**src/rtl/alu4_arbiter_if.sv**
```systemverilog
// Request/response bundle between two ALU requesters, the arbiter and the result consumer.
// The slave view belongs to the arbiter. The master view belongs to whoever drives requests and consumes results.
interface alu4_arbiter_if;
  logic [1:0] req_valid;
  logic [3:0] req_opcode0;
  logic [3:0] req_opcode1;
  logic [3:0] req_a0;
  logic [3:0] req_b0;
  logic [3:0] req_a1;
  logic [3:0] req_b1;
  logic [1:0] req_ready;
  logic       rsp_valid;
  logic       rsp_ready;
  logic       rsp_id;
  logic [3:0] rsp_out;
  logic       rsp_z;
  logic       rsp_c;
  logic       rsp_v;
  logic       busy;

  modport master (
    output req_valid, req_opcode0, req_opcode1, req_a0, req_b0, req_a1, req_b1, rsp_ready,
    input  req_ready, rsp_valid, rsp_id, rsp_out, rsp_z, rsp_c, rsp_v, busy
  );

  modport slave (
    input  req_valid, req_opcode0, req_opcode1, req_a0, req_b0, req_a1, req_b1, rsp_ready,
    output req_ready, rsp_valid, rsp_id, rsp_out, rsp_z, rsp_c, rsp_v, busy
  );
endinterface

```
**src/rtl/alu4_arbiter.sv**
```systemverilog
// Two-requester, round-robin front end for a 4-bit ALU.
// Each operation takes one accept cycle (IDLE), one compute cycle (EXEC) and one or more response cycles (RESP).
// Operands are latched on the accept edge, so requesters are free to change their inputs while an operation is in flight.
module alu4_arbiter (
  input  logic          clk,
  input  logic          rst,
  alu4_arbiter_if.slave bus
);

  typedef enum logic [1:0] {
    IDLE = 2'b00,
    EXEC = 2'b01,
    RESP = 2'b10
  } state_t;

  state_t     state;
  state_t     state_next;

  logic       last_grant;
  logic       grant_id;
  logic [1:0] grant_onehot;
  logic       accept;

  logic [3:0] op_q;
  logic [3:0] a_q;
  logic [3:0] b_q;
  logic       id_q;

  logic [3:0] alu_out;
  logic       alu_c;
  logic       alu_v;
  logic [3:0] shr;
  logic [3:0] add_y;
  logic       add_cin;
  logic [3:0] add_low;
  logic [4:0] add_full;

  logic [3:0] out_q;
  logic       z_q;
  logic       c_q;
  logic       v_q;
  logic       rsp_id_q;

  // On a tie, pick the requester that was not served last; otherwise serve whoever is asking.
  always_comb begin
    grant_id = 1'b0;
    case (bus.req_valid)
      2'b01:   grant_id = 1'b0;
      2'b10:   grant_id = 1'b1;
      2'b11:   grant_id = ~last_grant;
      default: grant_id = 1'b0;
    endcase
  end

  // Next state, plus the one-hot ready, which can only be raised while waiting in IDLE.
  always_comb begin
    state_next   = state;
    grant_onehot = 2'b00;
    case (state)
      IDLE: begin
        if (bus.req_valid != 2'b00) begin
          grant_onehot = grant_id ? 2'b10 : 2'b01;
          state_next   = EXEC;
        end
      end
      EXEC: state_next = RESP;
      RESP: begin
        if (bus.rsp_ready) begin
          state_next = IDLE;
        end
      end
      default: state_next = IDLE;
    endcase
  end

  // Ready is masked by reset so that nothing looks accepted while the block is held in reset.
  assign bus.req_ready = rst ? 2'b00 : grant_onehot;
  assign accept        = (grant_onehot != 2'b00);

  // State register. An asynchronous reset drops any operation in flight straight back to IDLE.
  always_ff @(posedge clk or posedge rst) begin
    if (rst) begin
      state <= IDLE;
    end else begin
      state <= state_next;
    end
  end

  // Capture the winner's opcode and operands on the accept edge, and remember the winner for round-robin.
  always_ff @(posedge clk or posedge rst) begin
    if (rst) begin
      op_q       <= 4'h0;
      a_q        <= 4'h0;
      b_q        <= 4'h0;
      id_q       <= 1'b0;
      last_grant <= 1'b1;
    end else if (accept) begin
      op_q       <= grant_id ? bus.req_opcode1 : bus.req_opcode0;
      a_q        <= grant_id ? bus.req_a1 : bus.req_a0;
      b_q        <= grant_id ? bus.req_b1 : bus.req_b0;
      id_q       <= grant_id;
      last_grant <= grant_id;
    end
  end

  // ALU datapath on the latched operands. The top two opcode bits select shift/arith/logic/compare.
  // All four arithmetic ops share one adder (A + Y + cin), and overflow is taken from its carries into and out of bit 3.
  always_comb begin
    alu_out  = 4'h0;
    alu_c    = 1'b0;
    alu_v    = 1'b0;
    shr      = b_q >> a_q[1:0];
    add_y    = 4'h0;
    add_cin  = 1'b0;
    add_low  = 4'h0;
    add_full = 5'h00;
    case (op_q[3:2])
      2'b00: begin
        case (op_q[1:0])
          2'b00, 2'b01: alu_out = b_q << a_q[1:0];
          2'b10:        alu_out = shr;
          default:      alu_out = {b_q[3], shr[2:0]};
        endcase
      end
      2'b01: begin
        case (op_q[1:0])
          2'b00:   begin add_y = b_q;   add_cin = 1'b0; end
          2'b01:   begin add_y = 4'd1;  add_cin = 1'b0; end
          2'b10:   begin add_y = ~b_q;  add_cin = 1'b1; end
          default: begin add_y = ~4'd1; add_cin = 1'b1; end
        endcase
        add_low  = {1'b0, a_q[2:0]} + {1'b0, add_y[2:0]} + {3'b000, add_cin};
        add_full = {1'b0, a_q} + {1'b0, add_y} + {4'b0000, add_cin};
        alu_out  = add_full[3:0];
        alu_c    = add_full[4];
        alu_v    = add_low[3] ^ add_full[4];
      end
      2'b10: begin
        case (op_q[1:0])
          2'b00:   alu_out = a_q & b_q;
          2'b01:   alu_out = a_q | b_q;
          2'b10:   alu_out = a_q ^ b_q;
          default: alu_out = ~(a_q | b_q);
        endcase
      end
      default: begin
        case (op_q[1:0])
          2'b00:   alu_out = {3'b000, (a_q == b_q)};
          2'b01:   alu_out = {3'b000, (a_q != b_q)};
          2'b10:   alu_out = {3'b000, ($signed(a_q) > $signed(b_q))};
          default: alu_out = {3'b000, ($signed(a_q) < $signed(b_q))};
        endcase
      end
    endcase
  end

  // Register the result in EXEC. It then holds unchanged through RESP for as long as the consumer stalls.
  always_ff @(posedge clk or posedge rst) begin
    if (rst) begin
      out_q    <= 4'h0;
      z_q      <= 1'b0;
      c_q      <= 1'b0;
      v_q      <= 1'b0;
      rsp_id_q <= 1'b0;
    end else if (state == EXEC) begin
      out_q    <= alu_out;
      z_q      <= (alu_out == 4'h0);
      c_q      <= alu_c;
      v_q      <= alu_v;
      rsp_id_q <= id_q;
    end
  end

  assign bus.rsp_valid = (state == RESP);
  assign bus.busy      = (state != IDLE);
  assign bus.rsp_out   = out_q;
  assign bus.rsp_z     = z_q;
  assign bus.rsp_c     = c_q;
  assign bus.rsp_v     = v_q;
  assign bus.rsp_id    = rsp_id_q;

endmodule

```
**src/flat_wrapper.sv**
```systemverilog
// flat-port wrapper written by rule: the top's interface ports become plain ports
module alu4_arbiter_flat 
  (clk, rst, bus_req_valid, bus_req_opcode0, bus_req_opcode1, bus_req_a0, bus_req_b0, bus_req_a1, bus_req_b1, bus_rsp_ready, bus_req_ready, bus_rsp_valid, bus_rsp_id, bus_rsp_out, bus_rsp_z, bus_rsp_c, bus_rsp_v, bus_busy);
  alu4_arbiter_if bus_i ();
  input  logic clk;
  input  logic rst;
  input wire logic [$bits(bus_i.req_valid)-1:0] bus_req_valid;
  input wire logic [$bits(bus_i.req_opcode0)-1:0] bus_req_opcode0;
  input wire logic [$bits(bus_i.req_opcode1)-1:0] bus_req_opcode1;
  input wire logic [$bits(bus_i.req_a0)-1:0] bus_req_a0;
  input wire logic [$bits(bus_i.req_b0)-1:0] bus_req_b0;
  input wire logic [$bits(bus_i.req_a1)-1:0] bus_req_a1;
  input wire logic [$bits(bus_i.req_b1)-1:0] bus_req_b1;
  input wire logic [$bits(bus_i.rsp_ready)-1:0] bus_rsp_ready;
  output wire logic [$bits(bus_i.req_ready)-1:0] bus_req_ready;
  output wire logic [$bits(bus_i.rsp_valid)-1:0] bus_rsp_valid;
  output wire logic [$bits(bus_i.rsp_id)-1:0] bus_rsp_id;
  output wire logic [$bits(bus_i.rsp_out)-1:0] bus_rsp_out;
  output wire logic [$bits(bus_i.rsp_z)-1:0] bus_rsp_z;
  output wire logic [$bits(bus_i.rsp_c)-1:0] bus_rsp_c;
  output wire logic [$bits(bus_i.rsp_v)-1:0] bus_rsp_v;
  output wire logic [$bits(bus_i.busy)-1:0] bus_busy;
  assign bus_i.req_valid = bus_req_valid;
  assign bus_i.req_opcode0 = bus_req_opcode0;
  assign bus_i.req_opcode1 = bus_req_opcode1;
  assign bus_i.req_a0 = bus_req_a0;
  assign bus_i.req_b0 = bus_req_b0;
  assign bus_i.req_a1 = bus_req_a1;
  assign bus_i.req_b1 = bus_req_b1;
  assign bus_i.rsp_ready = bus_rsp_ready;
  assign bus_req_ready = bus_i.req_ready;
  assign bus_rsp_valid = bus_i.rsp_valid;
  assign bus_rsp_id = bus_i.rsp_id;
  assign bus_rsp_out = bus_i.rsp_out;
  assign bus_rsp_z = bus_i.rsp_z;
  assign bus_rsp_c = bus_i.rsp_c;
  assign bus_rsp_v = bus_i.rsp_v;
  assign bus_busy = bus_i.busy;
  alu4_arbiter u_core (.clk(clk), .rst(rst), .bus(bus_i));
endmodule
```
**config.mk**
```make
export PLATFORM = sky130hd
export DESIGN_NAME = alu4_arbiter_flat
export DESIGN_NICKNAME = d
export VERILOG_FILES = /design/src/rtl/alu4_arbiter_if.sv /design/src/rtl/alu4_arbiter.sv /design/src/flat_wrapper.sv
export SDC_FILE = /design/constraint.sdc
export NUM_CORES = 1
export LEC_CHECK = 0
export BUFFER_PORTS_ARGS = -buffer_cell sky130_fd_sc_hd__buf_2
export CAP_MARGIN = 10
export CORE_MARGIN = 3
export CORE_UTILIZATION = 45
export DETAILED_ROUTE_END_ITERATION = 8
export PLACE_DENSITY = 0.74
export SLEW_MARGIN = 40
export SYNTH_ARGS = -nofsm -noshare
export SYNTH_HDL_FRONTEND = slang
export SYNTH_SLANG_ARGS = --single-unit
```
**constraint.sdc**
```tcl
create_clock -name clk -period 2.9 [get_ports clk]
set_input_delay 0.435 -clock clk [delete_from_list [all_inputs] [get_ports clk]]
set_output_delay 0.435 -clock clk [all_outputs]
set_load 0.01 [all_outputs]
```
==> flow_metrics.py <==
metrics = {
    "outcome": {
        "status": "finished clean",
    },
    "synthesis": {
        "synth_edf_count": 0,
        "syn_nets": 252,
        "synth.distinct_cells": 45,
        "ys_seq_area_share_pct": 31.9,
        "syn_inst": 206,
        "ys_ff_latch": 24,
        "synthFlopType": "dfrtp_1",
        "synth_area_mm2": 0.00189,
        "async_flop_share_pct": 100,
        "yosysWarnings": 0,
        "syn_avg_cell_area_um2": 9.16,
    },
    "placed_design": {
        "dpl-instance-area_mm2": 0.00215,
        "dp_hpwl_um": 3140,
        "dp.cells": 291,
        "io_buffers": 40,
        "place.gp.congestion": 0.943,
    },
    "floorplanning": {
        "rows": 22,
        "coreArea_mm2": 0.00385,
        "die_h_um": 70.8,
        "start_util_pct": 49.0,
        "fp.dieArea_mm2": 0.00501,
        "die_w_um": 70.8,
        "io_pins": 41,
    },
    "final_layout": {
        "area_delta_synth_final_pct": 17.8,
        "num-fill-cells": 354,
        "regArea_um2": 602,
        "final_core_util_pct": 57.7,
        "multi_input_area_mm2": 0.00117,
        "antenna_cells": 0,
        "num-nets-final": 294,
        "stdcell_area_mm2": 0.00222,
        "drive_gt1_share_pct": 25.9,
        "final_cell_count_no_fill": 295,
    },
    "sta": {
        "worstMarginPinSlew_ns": 0.465,
        "slew_viol_final": 0,
        "finalCritPeriodShare_pct": 85.2,
        "setup_viol": 0,
        "finClkSkew_ns": 0.00648,
        "period_needed_ns": 2.47,
        "hold_violations": 0,
        "rsz0062_at_grt": "no",
        "finalSetupTns_ns": 0,
        "fmax_mhz": 405,
        "slew_headroom_pct": 68.7,
    },
    "global_routing": {
        "grt_start_max_net_pins": 28,
        "track_usage_pct": 16.9,
        "grt-ovfl-total": 0,
        "antenna_found_initial": 0,
        "grt_pass1_wl_um": 6950,
        "grt_pass1_vias": 1498,
    },
    "worst_setup_path": {
        "crit_path_cell_trace": "nor2_1 > xnor2_1 > fa_1 > fa_1 > xor2_1 > a32oi_1 > o21ai_1 > a21oi_1 > mux2_2",
        "crit_type": "flip-flop to flip-flop",
        "cp_max_fo": 7,
        "end_kind": "flip-flop",
        "crit_buf_inv": 0,
        "crit_path_start_kind": "flip-flop",
        "required_ns": 3.12,
        "arrival_ns": 2.69,
        "slowest_delay_ns": 0.45,
        "crit_family": "adder cells",
        "crit_path_frequent_cell": "fa_1",
        "crit_slowest_cell": "dfrtp_1",
    },
    "cts": {
        "cts_tree": "built",
        "htreeDepth": 1,
        "clock_path_buffers": 2,
        "cts.clk_slew.worst_paths_ns": 0.09,
        "numCtsBuffers": 3,
        "clock-root-buffer": "clkbuf_8",
        "clk_latency_ns": 0.27,
        "cts_resized": 0,
        "post-cts-setup-buffer-count": 0,
        "cts_hold_buf": 0,
        "cts_sinks": 24,
    },
    "drt": {
        "routed_wirelength_um": 3940,
        "dr_total_vias": 1570,
        "drc_errors": 0,
        "drt-initial-drc-count": 109,
        "wl_per_cell_um": 13.4,
        "first_pass_iters": 4,
        "ant_nets": 0,
        "drt-vias-per-instance": 5.32,
    },
    "worst_hold_path": {
        "hp-class": "primary input to asynchronous set/reset pin",
    },
    "power_and_ir_drop": {
        "cellPowerDensity_mw_per_mm2": 1250,
        "p_leak_nw": 1.11,
        "peakVddDrop_mv": 0.650,
        "p_total_mw": 2.78,
    },
    "flow_run": {
        "maxCapViolations": 0,
    },
}
## through the flow
stage	setup slack, ns	hold WS, ns
global placement	0.478	0.470
finish	0.429	0.240
detailed placement	0.451	0.478
CTS	0.434	0.264
floorplan	0.375	0.454
global route	0.286	0.289
## layout by cell type (no fill, tap or decap), types with 4 or more instances in the layout
cell type	instances
a21oi_1	7
xor2_1	4
mux2i_1	20
nand2_1	18
nand2b_1	7
nor2_1	15
ha_1	15
buf_2	40
dfrtp_1	23
buf_4	8
mux2_2	6
xnor2_1	6
inv_1	16
o21ai_0	17
## synthesized netlist by cell type, types with 2 or more instances
library cell	number	share of area [%]
dfrtp_1	23	31
mux2i_1	20	11
nand2_1	18	3.6
o21ai_0	17	4.5
inv_1	16	3.2
ha_1	15	9.9
nor2_1	15	3.0
a21oi_1	7	1.9
nand2b_1	7	2.3
mux2_2	6	3.6
xnor2_1	6	2.8
buf_2	5	1.3
clkbuf_1	5	0.99
xor2_1	4	1.9
a22o_1	3	1.4
nor3_1	3	0.80
nor4_1	3	0.99
o21ai_1	3	0.80
a221o_1	2	1.1
fa_1	2	2.1
nor2b_1	2	0.66
## layout make-up
cell class | count | area share (%)
inverters | 17 | 2.87
flip-flops and latches | 24 | 27.1
clock inverters | 1 | 1.35
clock buffers | 3 | 1.86
repair buffers | 48 | 11.7
well taps | 48 | 2.70
multi-input cells | 154 | 52.4
## final timing paths
path                                         startpoint                           endpoint  slack [ns]  cells after the start
setup / recovery              u_core.b_q[0]$_DFFE_PP0P_  u_core.bus.rsp_out[2]$_DFFE_PP0N_        0.43                      9
hold / removal                                      rst         u_core.op_q[2]$_DFFE_PP0P_        0.24                      3
setup reg to reg              u_core.b_q[0]$_DFFE_PP0P_  u_core.bus.rsp_out[2]$_DFFE_PP0N_        0.43                      9
hold reg to reg            u_core.bus.rsp_z$_DFFE_PP0N_       u_core.bus.rsp_z$_DFFE_PP0N_        0.49                      2
max in group asynchronous                           rst      u_core.last_grant$_DFFE_PP1P_        2.38                      3
min in group clk                       bus_req_valid[0]      u_core.last_grant$_DFFE_PP1P_        0.33                      2
## metal layers
layer	part of all wire (%)	track usage (%)
met2	46	27.2
met3	7.6	2.98
met5	0	0
met4	0.79	3.13
met1	46	24.0
## cell families after synthesis
kind of cell | synth area share, %
AO/OA/AOI/OAI | 16.2
flip-flops | 31.9
XOR/XNOR | 4.64
buffers and inverters | 6.30
multiplexers | 15.4
AND/OR/NAND/NOR | 13.5
adder cells (fa/ha/maj) | 12.1
## flip-flops by register name, indices dropped and copies added, names as in the netlist
signal / cells
u_core.a_q: 4
u_core.b_q: 4
u_core.bus.rsp_out: 4
u_core.op_q: 4
u_core.state: 2
u_core.bus.rsp_c: 1
u_core.bus.rsp_id: 1
u_core.bus.rsp_v: 1
u_core.bus.rsp_z: 1
u_core.id_q: 1
u_core.last_grant: 1
## worst register-to-register path: stages, from the launching register on
cell     delay [ns]
dfrtp_1        0.45
nor2_1         0.15
xnor2_1        0.10
fa_1           0.44
fa_1           0.43
xor2_1         0.18
a32oi_1        0.15
o21ai_1        0.10
a21oi_1        0.24
mux2_2         0.20
## power by group
| part | switching [mW] | leakage, nW | internal [mW] | total [mW] |
|---|---|---|---|---|
| clock | 0.108 | 0.0357 | 0.185 | 0.293 |
| combinational | 1.00 | 0.778 | 0.831 | 1.83 |
| sequential | 0.159 | 0.297 | 0.497 | 0.657 |
No activity file was read; power rests on OpenSTA's default activity.
